File: config.mk
export PLATFORM = sky130hd
export DESIGN_NAME = jtag_upload_arbiter
export DESIGN_NICKNAME = d
export VERILOG_FILES = /design/src/rtl/jtag_upload_pkg.sv /design/src/rtl/jtag_rr_arbiter.sv /design/src/rtl/jtag_upload_arbiter.sv
export SDC_FILE = /design/constraint.sdc
export NUM_CORES = 1
export LEC_CHECK = 0
export CORE_MARGIN = 1.5
export CORE_UTILIZATION = 29
export CTS_BUF_LIST = sky130_fd_sc_hd__clkbuf_8
export DETAILED_ROUTE_END_ITERATION = 7
export SYNTH_ARGS = -nofsm -noshare
export SYNTH_HDL_FRONTEND = slang
export SYNTH_SLANG_ARGS = --single-unit
File: constraint.sdc
create_clock -name iMAIN_CLK -period 6 [get_ports iMAIN_CLK]
set_input_delay 0.6 -clock iMAIN_CLK [delete_from_list [all_inputs] [get_ports iMAIN_CLK]]
set_output_delay 0.6 -clock iMAIN_CLK [all_outputs]
set_load 0.03 [all_outputs]
File: src/rtl/jtag_upload_pkg.sv
// Shared field positions, state type and counter widths for the JTAG upload arbiter.
package jtag_upload_pkg;
  localparam int SEQ_W  = 8;
  localparam int DROP_W = 8;
  localparam int SRC_W  = 2;

  localparam int CTRL_ACK_LSB = 24;
  localparam int CTRL_EN_BIT  = 0;

  localparam int STAT_SEQ_LSB   = 24;
  localparam int STAT_DROP_LSB  = 16;
  localparam int STAT_SRC_LSB   = 4;
  localparam int STAT_EN_BIT    = 1;
  localparam int STAT_VALID_BIT = 0;

  typedef enum logic {
    IDLE   = 1'b0,
    POSTED = 1'b1
  } upState_t;

  function automatic logic [DROP_W-1:0] satInc(input logic [DROP_W-1:0] val);
    return (val == {DROP_W{1'b1}}) ? val : val + DROP_W'(1);
  endfunction
endpackage

File: src/rtl/jtag_rr_arbiter.sv
// Combinational round-robin pick over four requesters, starting just after the last winner.
module jtag_rr_arbiter
  import jtag_upload_pkg::*;
(
  input  logic [3:0]       req,
  input  logic [SRC_W-1:0] last,
  output logic [3:0]       gnt,
  output logic [SRC_W-1:0] idx
);
  logic [SRC_W-1:0] cand_s;
  logic             hit_s;
  logic             found_s;

  // First requesting slot in the order last+1, last+2, ... wins.
  always_comb begin
    gnt     = 4'b0000;
    idx     = 2'd0;
    found_s = 1'b0;
    cand_s  = 2'd0;
    hit_s   = 1'b0;
    for (int i = 1; i <= 4; i++) begin
      cand_s  = last + 2'(i);
      hit_s   = req[cand_s] & ~found_s;
      gnt     = hit_s ? (4'b0001 << cand_s) : gnt;
      idx     = hit_s ? cand_s : idx;
      found_s = found_s | req[cand_s];
    end
  end
endmodule

File: src/rtl/jtag_upload_arbiter.sv
// Round-robin upload arbiter: posts one payload at a time to a host-polled JTAG
// data/status register pair and waits for a sequence-matched ack or a timeout.
module jtag_upload_arbiter
  import jtag_upload_pkg::*;
#(
  parameter int WIDTH          = 32,
  parameter int NUM_REQ        = 4,
  parameter int TIMEOUT_CYCLES = 1000000
) (
  input  logic                             iMAIN_CLK,
  input  logic                             iRESET,
  input  logic [NUM_REQ-1:0]               iREQ,
  input  logic [NUM_REQ-1:0][WIDTH-1:0]    iREQ_DATA,
  output logic [NUM_REQ-1:0]               oGNT,
  input  logic [WIDTH-1:0]                 iHOST_CTRL,
  output logic [WIDTH-1:0]                 oTX_DATA,
  output logic [WIDTH-1:0]                 oTX_STATUS
);
  localparam int TIMER_W = (TIMEOUT_CYCLES > 2) ? $clog2(TIMEOUT_CYCLES) : 1;
  localparam logic [TIMER_W-1:0] TIMER_LAST = TIMER_W'(TIMEOUT_CYCLES - 1);

  logic [WIDTH-1:0]   hostSync1_r;
  logic [WIDTH-1:0]   hostSync2_r;
  upState_t           state_r;
  logic [NUM_REQ-1:0] gnt_r;
  logic [WIDTH-1:0]   txData_r;
  logic [SEQ_W-1:0]   seq_r;
  logic [DROP_W-1:0]  drop_r;
  logic [SRC_W-1:0]   srcId_r;
  logic [SRC_W-1:0]   lastGrant_r;
  logic               valid_r;
  logic [TIMER_W-1:0] timer_r;

  logic [SEQ_W-1:0]   ackSeq_s;
  logic               enable_s;
  logic               unusedCtrl_s;
  logic [3:0]         rrGnt_s;
  logic [SRC_W-1:0]   rrIdx_s;
  logic [WIDTH-1:0]   status_s;

  assign ackSeq_s     = hostSync2_r[CTRL_ACK_LSB +: SEQ_W];
  assign enable_s     = hostSync2_r[CTRL_EN_BIT];
  assign unusedCtrl_s = ^hostSync2_r;

  jtag_rr_arbiter uRr (
    .req  (iREQ),
    .last (lastGrant_r),
    .gnt  (rrGnt_s),
    .idx  (rrIdx_s)
  );

  // Two-flop synchronizer for the host-written control word.
  always_ff @(posedge iMAIN_CLK or posedge iRESET) begin
    if (iRESET) begin
      hostSync1_r <= {WIDTH{1'b0}};
      hostSync2_r <= {WIDTH{1'b0}};
    end else begin
      hostSync1_r <= iHOST_CTRL;
      hostSync2_r <= hostSync1_r;
    end
  end

  // Grant/post state machine; ack is checked before timeout so a coincident ack wins.
  always_ff @(posedge iMAIN_CLK or posedge iRESET) begin
    if (iRESET) begin
      state_r     <= IDLE;
      gnt_r       <= {NUM_REQ{1'b0}};
      txData_r    <= {WIDTH{1'b0}};
      seq_r       <= {SEQ_W{1'b0}};
      drop_r      <= {DROP_W{1'b0}};
      srcId_r     <= 2'd0;
      lastGrant_r <= 2'd3;
      valid_r     <= 1'b0;
      timer_r     <= {TIMER_W{1'b0}};
    end else begin
      gnt_r <= {NUM_REQ{1'b0}};
      case (state_r)
        IDLE: begin
          if (enable_s && (iREQ != {NUM_REQ{1'b0}})) begin
            gnt_r       <= rrGnt_s;
            txData_r    <= iREQ_DATA[rrIdx_s];
            srcId_r     <= rrIdx_s;
            lastGrant_r <= rrIdx_s;
            seq_r       <= seq_r + SEQ_W'(1);
            valid_r     <= 1'b1;
            timer_r     <= {TIMER_W{1'b0}};
            state_r     <= POSTED;
          end
        end
        POSTED: begin
          if (ackSeq_s == seq_r) begin
            valid_r <= 1'b0;
            state_r <= IDLE;
          end else if (timer_r == TIMER_LAST) begin
            valid_r <= 1'b0;
            drop_r  <= satInc(drop_r);
            state_r <= IDLE;
          end else begin
            timer_r <= timer_r + TIMER_W'(1);
          end
        end
        default: begin
          valid_r <= 1'b0;
          state_r <= IDLE;
        end
      endcase
    end
  end

  // Status word is pure wiring of registered fields; unused bits stay zero.
  always_comb begin
    status_s = {WIDTH{1'b0}};
    status_s[STAT_SEQ_LSB +: SEQ_W]   = seq_r;
    status_s[STAT_DROP_LSB +: DROP_W] = drop_r;
    status_s[STAT_SRC_LSB +: SRC_W]   = srcId_r;
    status_s[STAT_EN_BIT]             = enable_s;
    status_s[STAT_VALID_BIT]          = valid_r;
  end

  assign oGNT       = gnt_r;
  assign oTX_DATA   = txData_r;
  assign oTX_STATUS = status_s;
endmodule

==> results by group, run 1 <==
Status
  – Outcome: finished, final reports clean

Finish
  – Antenna fix cells: 0
  – Most frequent cells in the layout: clkdlybuf4s50_1 (198), dfrtp_1 (94), nor2_1 (47)
  – Commonest non-fill, non-tap cell in the layout: clkdlybuf4s50_1
  – Area Overhead vs Synth: 39.2%
  – Fin util: 40.9%
  – Post-Layout Cell Count: 1,019
  – Layout cells sized above 1: 9.48%
  – Final nets: 921

Power
  – LEAKAGE: 0.00341 uW
  – Clock power frac: 12.8%
  – Switching part of the total: 43.7%
  – Gate power share: 58.6%
  – Switch Pwr: 1490 uW
  – PD cells: 415 nW/um^2
  – VDD IR max: 0.358 mV
  – Sequential power share: 28.6%
  – Internal power: 1920 uW

Drt
  – # DRC: 0
  – Average routed wire per standard cell: 16.8 um
  – DR pass1 iterations: 4
  – Starting DRC count in detailed routing: 197
  – Total Wirelength: 17.1 mm
  – Vias per cell: 5.08
  – Remaining antenna violation count: 0
  – Vias: 5,179

Placed design
  – Inst Count DP: 1,003
  – Post-Place Worst Slack: 1.76 ns
  – GP Congestion: 0.763
  – IO buf count: 198
  – Post-DP HPWL: 12.0 mm

Logic synthesis
  – Syn Area/Cell: 10.3 um^2
  – Netlist cell types: 54
  – Sequential area share after synthesis: 40.7%
  – Yosys warning count: 0
  – Post-synth EDFFs: 0
  – Primary FF master, synth: dfrtp_1
  – Synth async-reset ratio: 100%
  – Synthesized instance count: 575
  – Register bit total from synthesis: 96
  – Post-Syn Area: 5910 um^2

Critical path
  – CP Launch Type: register
  – Crit. End Element: register
  – Crit path arrival time: 4.46 ns
  – R2R setup slack: 1.81 ns
  – Worst Setup SP: lastGrant_r[0]
  – WS Path Type: register to register
  – Worst r2r path cells: 7
  – RR Startpoint: lastGrant_r[0]
  – Critical path peak fanout: 70
  – R2r endpoint: oTX_DATA[5]
  – CP required: 6.27 ns
  – Setup crit end: oTX_DATA[5]

Worst hold path
  – HP Class: register to register

Clock tree
  – Post_cts resized: 0
  – Clock Path Buffers: 2
  – CTS clk-pin slew, worst paths: 0.12 ns
  – H-Tree Depth: 3
  – CTS buffer count: 9
  – Hold buffers post-CTS: 0
  – Clock sink count: 96
  – CTS tree: yes
  – Clk_lat worst skew: 0.39 ns
  – Setup repair bufs after CTS: 0
  – Root buffer cell: clkbuf_8

STA
  – Hold Vio Cnt, Final: 0
  – Crit path setup slack, layout: 1.81 ns
  – Clk_skew: 0.0197 ns
  – Slew margin rel.: 35.9%
  – Maximum clock frequency: 239 MHz
  – Fin. max-slew vios: 0
  – Setup TNS: 0 ns
  – Hold_ws: 0.354 ns
  – Minimum clock period: 4.19 ns
  – Worst-margin pin slew: 0.961 ns
  – Endpoints failing setup: 0
  – Unrepaired setup endpoints after global routing: no
  – Fin crit share: 69.8%

Global route
  – Remaining Overflow, GRT: 0
  – Vias in the first global route: 5,251
  – Overall Global Routing Usage: 16.5%
  – First-pass GRT wire length: 27.9 mm
  – Initial antenna violation count: 0
  – Largest net degree at the start of global routing: 71

Die
  – IO Count: 234
  – Die Span X: 146 um
  – Core Rows: 52
  – Core ar.: 20,100 um^2
  – Chip Height: 146 um
  – Die ar.: 21,300 um^2
  – Initial Utilization: 29.4%

Job
  – Max-Cap Viols: 0
[power by group through the flow]
stage,clock (uW),sequential (uW),combinational [uW]
after global routing,479,1010,2160
after CTS,459,980,2020
after floorplan,0,1180,1220
after global placement,0,989,2010
final,437,977,2000
after detailed placement,0,986,2030
[worst min-delay path by stage]
stage / from / to / slack (ns) / cells after the start
2_1_floorplan: hostSync1_r[0] / hostSync2_r[0] / 0.33 / 0
3_3_place_gp: hostSync1_r[25] / hostSync2_r[25] / 0.33 / 0
3_5_place_dp: hostSync1_r[26] / hostSync2_r[26] / 0.34 / 0
4_1_cts: hostSync1_r[25] / hostSync2_r[25] / 0.35 / 0
5_1_grt: hostSync1_r[25] / hostSync2_r[25] / 0.35 / 0
6_report: hostSync1_r[25] / hostSync2_r[25] / 0.35 / 0
[cells in the mapped netlist (4+ instances only)]
master	n	area, um^2
xor2_1	4	35.0
nand3_1	10	50.1
or3_1	12	75.1
a21oi_1	19	95.1
ha_1	11	138
a22oi_1	5	37.5
o21ai_0	17	85.1
nor3_1	35	175
xnor2_1	20	175
buf_6	4	45.0
clkbuf_1	36	135
nor4_1	5	31.3
inv_1	8	30.0
buf_4	14	105
or4_1	6	45.0
buf_2	5	25.0
a2111oi_0	32	280
mux2_4	28	420
a221oi_1	4	35.0
dfrtp_1	94	2350
nor2_1	47	176
nand4_1	9	56.3
a221o_1	32	320
nand2_1	25	93.8
and3_1	5	31.3
mux2i_1	39	390
[area by class of cell]
type	count	area (um^2)
multi-input cells	421	3210
flip-flops and latches	96	2400
clock buffers	10	138
inverters	8	32.5
repair buffers	208	2060
well taps	270	338
clock inverters	6	53.8
fillers	1954	11900
[critical path: stages, from the launching register on]
cell	delay, ns
dfstp_2	0.75
buf_4	0.60
mux4_2	0.68
and3b_1	0.23
or4_1	0.53
mux2_4	0.51
mux2_1	0.42
a221o_1	0.32
[through the flow]
stage,total power [uW],cell area [um^2]
floorplan,2410,5950
finish,3410,8230
CTS,3460,8230
global route,3650,8230
detailed placement,3020,8040
global placement,3000,8040
[registers in the layout, indices dropped and copies added, names as in the netlist]
signal	flops
valid_r	1
lastGrant_r	2
state_r	1
seq_r	8
timer_r	20
oTX_DATA	32
srcId_r	2
hostSync1_r	9
hostSync2_r	9
drop_r	8
oGNT	4
[routing by layer]
metal	part of all wire [%]	GRT usage (%)	vias up
li1	-	-	2494
met1	43	20.7	2486
met2	48	27.4	177
met3	7.0	4.58	22
met4	1.5	5.26	0
met5	0	0	-
[cells by family after synthesis]
logic type,Yosys count,share of synthesized area [%]
fa+ha+maj,11,2.33
buf+inv,69,5.88
simple gates,176,15.3
compound gates,123,16.4
flops,96,40.7
other cells,1,0.0634
xor+xnor,24,3.56
mux,75,15.8
No activity file was read; power rests on OpenSTA's default activity.
==> run 2: changes to the inputs <==
==> constraint.sdc (replaced) <==
create_clock -name iMAIN_CLK -period 3.7 [get_ports iMAIN_CLK]
set_input_delay 0.37 -clock iMAIN_CLK [delete_from_list [all_inputs] [get_ports iMAIN_CLK]]
set_output_delay 0.37 -clock iMAIN_CLK [all_outputs]
set_load 0.03 [all_outputs]
==> run 2 against run 1 <==
Against the previous run: sequential power grew 58%; via count grew 2.0%; sequential cell count is the same; clock skew shrank 0.012 ns; critical endpoint unchanged; highest routed layer unchanged.
==> results by group, run 2 (synthesis gave the netlist of run 1 again) <==
Clock tree
  – H-Tree Depth: 3
  – Root buffer cell: clkbuf_8
  – CTS tree: yes
  – Clk_lat worst skew: 0.40 ns
  – Clock Path Buffers: 2
  – Hold buffers post-CTS: 0
  – CTS buffer count: 9
  – Clock sink count: 96
  – Setup repair bufs after CTS: 0
  – CTS clk-pin slew, worst paths: 0.11 ns
  – Post_cts resized: 0

Placed design
  – Post-DP HPWL: 12.3 mm
  – GP Congestion: 0.766
  – IO buf count: 198
  – Post-Place Worst Slack: 0.150 ns
  – Inst Count DP: 1,016

Critical path
  – R2R setup slack: 0.16 ns
  – Cells along the critical path: inv_1 -> ha_4 -> mux4_2 -> nor2b_4 -> or3b_2 -> mux2_4 -> mux2_1 -> a221o_1
  – RR Startpoint: lastGrant_r[1]
  – Crit path arrival time: 3.83 ns
  – Crit path max-delay cell type: dfstp_2
  – CP required: 3.99 ns
  – Setup crit end: oTX_DATA[5]
  – CP max stage delay: 0.54 ns
  – Critical path peak fanout: 32
  – Worst Setup SP: lastGrant_r[1]
  – Worst r2r path cells: 8
  – R2r endpoint: oTX_DATA[5]
  – Crit. End Element: register
  – WS Path Type: register to register
  – CP Launch Type: register

STA
  – Fin crit share: 95.8%
  – Maximum clock frequency: 282 MHz
  – Clk_skew: 0.00748 ns
  – Worst-margin pin slew: 0.704 ns
  – Hold Vio Cnt, Final: 0
  – Fin. max-slew vios: 0
  – Endpoints failing setup: 0
  – Crit path setup slack, layout: 0.156 ns
  – Minimum clock period: 3.54 ns
  – Setup TNS: 0 ns
  – Unrepaired setup endpoints after global routing: no
  – Slew margin rel.: 53.0%

Finish
  – Final nets: 934
  – Antenna fix cells: 0
  – Layout cells sized above 1: 11.4%
  – Post-Layout Cell Count: 1,032
  – Area Overhead vs Synth: 42.1%
  – Max FFs per register: 32
  – Commonest non-fill, non-tap cell in the layout: clkdlybuf4s50_1
  – Most frequent cells in the layout: clkdlybuf4s50_1 (198), dfrtp_1 (94), nor2_1 (47)

Drt
  – Remaining antenna violation count: 0
  – Average routed wire per standard cell: 16.7 um
  – # DRC: 0
  – Vias: 5,284
  – Total Wirelength: 17.2 mm
  – Vias per cell: 5.12
  – Starting DRC count in detailed routing: 179
  – DR pass1 iterations: 4

Global route
  – Largest net degree at the start of global routing: 56
  – Vias in the first global route: 5,299
  – Overall Global Routing Usage: 16.6%
  – Initial antenna violation count: 0
  – First-pass GRT wire length: 27.9 mm
  – Remaining Overflow, GRT: 0

Status
  – Outcome: finished, final reports clean

Power
  – PD cells: 678 nW/um^2
  – LEAKAGE: 0.00349 uW
  – Total power draw: 5690 uW
  – VDD IR max: 0.380 mV

Die
  – IO Count: 234
  – Chip Height: 146 um
  – Core Rows: 52
  – Die Span X: 146 um
  – Core ar.: 20,100 um^2
  – Die ar.: 21,300 um^2
  – Initial Utilization: 29.4%

Job
  – Max-Cap Viols: 0

Worst hold path
  – HP Class: register to register
==> run 2: cell types whose count changed in the layout (fill, tap and decap cells not counted), sizes merged <==
cell      change
clkinv        +5
clkinvlp      -1
clkbuf        -1
buf          +13
inv           -3
==> run 2: worst min-delay path by stage <==
stage / start / end / slack [ns] / cells after the start
after global routing: iHOST_CTRL[29] / hostSync1_r[29] / 0.36 / 1
after global placement: hostSync1_r[26] / hostSync2_r[26] / 0.33 / 0
after CTS: hostSync1_r[25] / hostSync2_r[25] / 0.36 / 0
after detailed placement: hostSync1_r[29] / hostSync2_r[29] / 0.33 / 0
final: hostSync1_r[25] / hostSync2_r[25] / 0.36 / 0
after floorplan: hostSync1_r[0] / hostSync2_r[0] / 0.33 / 0
==> run 2: worst max-delay path, delay by kind of cell, from the launching register on <==
family	cells	cell delay, ns
mux	3	1.45
flops	1	0.54
compound gates	1	0.32
simple gates	2	0.64
fa+ha+maj	1	0.36
buf+inv	1	0.12
==> run 2: cell type report <==
type | count | area [um^2]
sequential | 96 | 2400
timing repair buffer | 221 | 2180
inverter | 8 | 37.5
fill | 1978 | 11700
multi-input combinational | 421 | 3230
clock inverter | 7 | 88.8
tap | 270 | 338
clock buffer | 9 | 124
==> run 2: power breakdown <==
part           switching (uW)  total (uW)  internal (uW)
Clock                     462         735            273
Sequential                211        1540           1330
Combinational            1810        3420           1610
Total                    2490        5690           3210
==> run 2: routing by layer <==
| metal | track usage (%) | share of wire [%] | vias up |
|---|---|---|---|
| li1 | - | - | 2531 |
| met1 | 19.7 | 41 | 2553 |
| met2 | 28.3 | 50 | 180 |
| met3 | 5.27 | 7.1 | 20 |
| met4 | 5.82 | 1.8 | 0 |
| met5 | 0 | 0 | - |
==> run 2: per-stage QoR <==
| stage | instance area (um^2) | utilization, % | hold WS (ns) |
|---|---|---|---|
| 5_1_grt | 8400 | 41.8 | 0.364 |
| 2_1_floorplan | 6020 | - | 0.331 |
| 4_1_cts | 8400 | 41.8 | 0.363 |
| 3_5_place_dp | 8190 | 40.7 | 0.335 |
| 6_report | 8400 | 41.8 | 0.359 |
| 3_3_place_gp | 8190 | 40.7 | 0.335 |
==> RTL change (flow settings as in run 2) <==
The parameter `TIMEOUT_CYCLES` goes from 1000000 to 2000000.
--- a/src/rtl/jtag_upload_arbiter.sv
+++ b/src/rtl/jtag_upload_arbiter.sv
@@ -7,3 +7,3 @@
   parameter int NUM_REQ        = 4,
-  parameter int TIMEOUT_CYCLES = 1000000
+  parameter int TIMEOUT_CYCLES = 2000000
 ) (
Formal check against the unedited RTL: no difference found for any inputs over 10 cycles, from zero or initial values and one cycle with iRESET high; that may be too few to reach the edited logic, so the function may still have changed.
==> RTL change against run 2 <==
- non-clock buffer count grew 4
- die area is 38% higher
- sequential cell count grew 1
- routed wire length is 67% higher
- count of clock-buffer cells in the layout is 1 higher
- synthesized cell count grew 72%
- setup slack gained 0.11 ns
- power rose by 53%
- synthesized area rose by 39%
- cell area grew 27%
- largest power group unchanged
- highest routed layer is now met5
==> RTL change: results (changes against run 2) <==
| Metric | Value |
|---|---|
| Ant diodes | `2 (was 0)` |
| Reg2reg setup slack | `0.27 ns (was 0.16 ns)` |
| Top routing layer in use | `met5 (was met4)` |
| Share of cells above drive strength 1 | `6.75% (was 11.4%)` |
| Total length of routed met2 wires | `13.8 mm (was 8.64 mm)` |
| Initial antenna violation count | `5 (was 0)` |
| Multi-input gates | `778 (was 421)` |
| First-pass GRT wire length | `44.2 mm (was 27.9 mm)` |
| Worst hold slack | `0.345 ns (was 0.359 ns)` |
| Cell area after layout | `10,700 um^2 (was 8400 um^2)` |
| Worst Hold Class | `input port to async pin (was flip-flop to flip-flop)` |
| Post-Place Worst Slack | `0.229 ns (was 0.150 ns)` |
| Initial DRC count | `600 (was 179)` |
| Signal buf overhead | `21.0% (was 25.9%)` |
| Vias per cell | `5.54 (was 5.12)` |
| FP Rows | `61 (was 52)` |
| First drt pass iteration count | `5 (was 4)` |
| Leakage | `0.00407 uW (was 0.00349 uW)` |
| Measured slew at the worst slew-check pin | `1.00 ns (was 0.704 ns)` |
| Multi-input logic portion of the cell area | `49.3% (was 38.4%)` |
| Met1 usage | `25.3% (was 19.7%)` |
| Post-synth top cells | `125 x nand2_1, 95 x dfrtp_1, 58 x clkbuf_1 (was 94 x dfrtp_1, 47 x nor2_1, 39 x mux2i_1)` |
| Worst r2r dst | `oTX_DATA[25] (was oTX_DATA[5])` |
| FILL cells | `2,844 (was 1,978)` |
| Final wirelength | `28.7 mm (was 17.2 mm)` |
| Worst Path Max Fanout | `33 (was 32)` |
| Reg2reg path depth | `9 (was 8)` |
| Met3 wire len | `1.91 mm (was 1.23 mm)` |
| Register area | `2430 um^2 (was 2400 um^2)` |
| Sequential fraction of the synthesis area | `29.6% (was 40.7%)` |
| Worst path arrival time | `3.75 ns (was 3.83 ns)` |
| Setup Skew | `0.0229 ns (was 0.00748 ns)` |
| Final HPWL DP | `19.7 mm (was 12.3 mm)` |
| Status | `completed (unchanged)` |
## RTL change: kinds of logic (layout without fill, tap and decap cells)
| kind of cell | after synthesis | after routing | synth area share (%) |
|---|---|---|---|
| fa+ha+maj | 11 | 11 | 1.68 |
| simple gates | 364 | 364 | 24.2 |
| compound gates | 323 | 323 | 28.3 |
| mux | 44 | 44 | 6.02 |
| buf+inv | 124 | 251 | 7.66 |
| other cells | 1 | 14 | 0.0457 |
| flops | 97 | 97 | 29.6 |
| xor+xnor | 24 | 24 | 2.56 |
## RTL change: report_power, final
part	total, uW	leakage (uW)	switching (uW)	internal (uW)
combinational	6310	0.00276	3930	2370
sequential	1610	0.00121	264	1350
clock	791	0.000112	444	347
## RTL change: critical path: stages (launching register included)
cell and delay, ns:
dfstp_2 0.75, inv_1 0.15, ha_1 0.34, mux4_2 0.54, nand2b_2 0.68, nand2_1 0.26, nor2_4 0.14, buf_4 0.27
nand2_1 0.09, a31oi_1 0.13
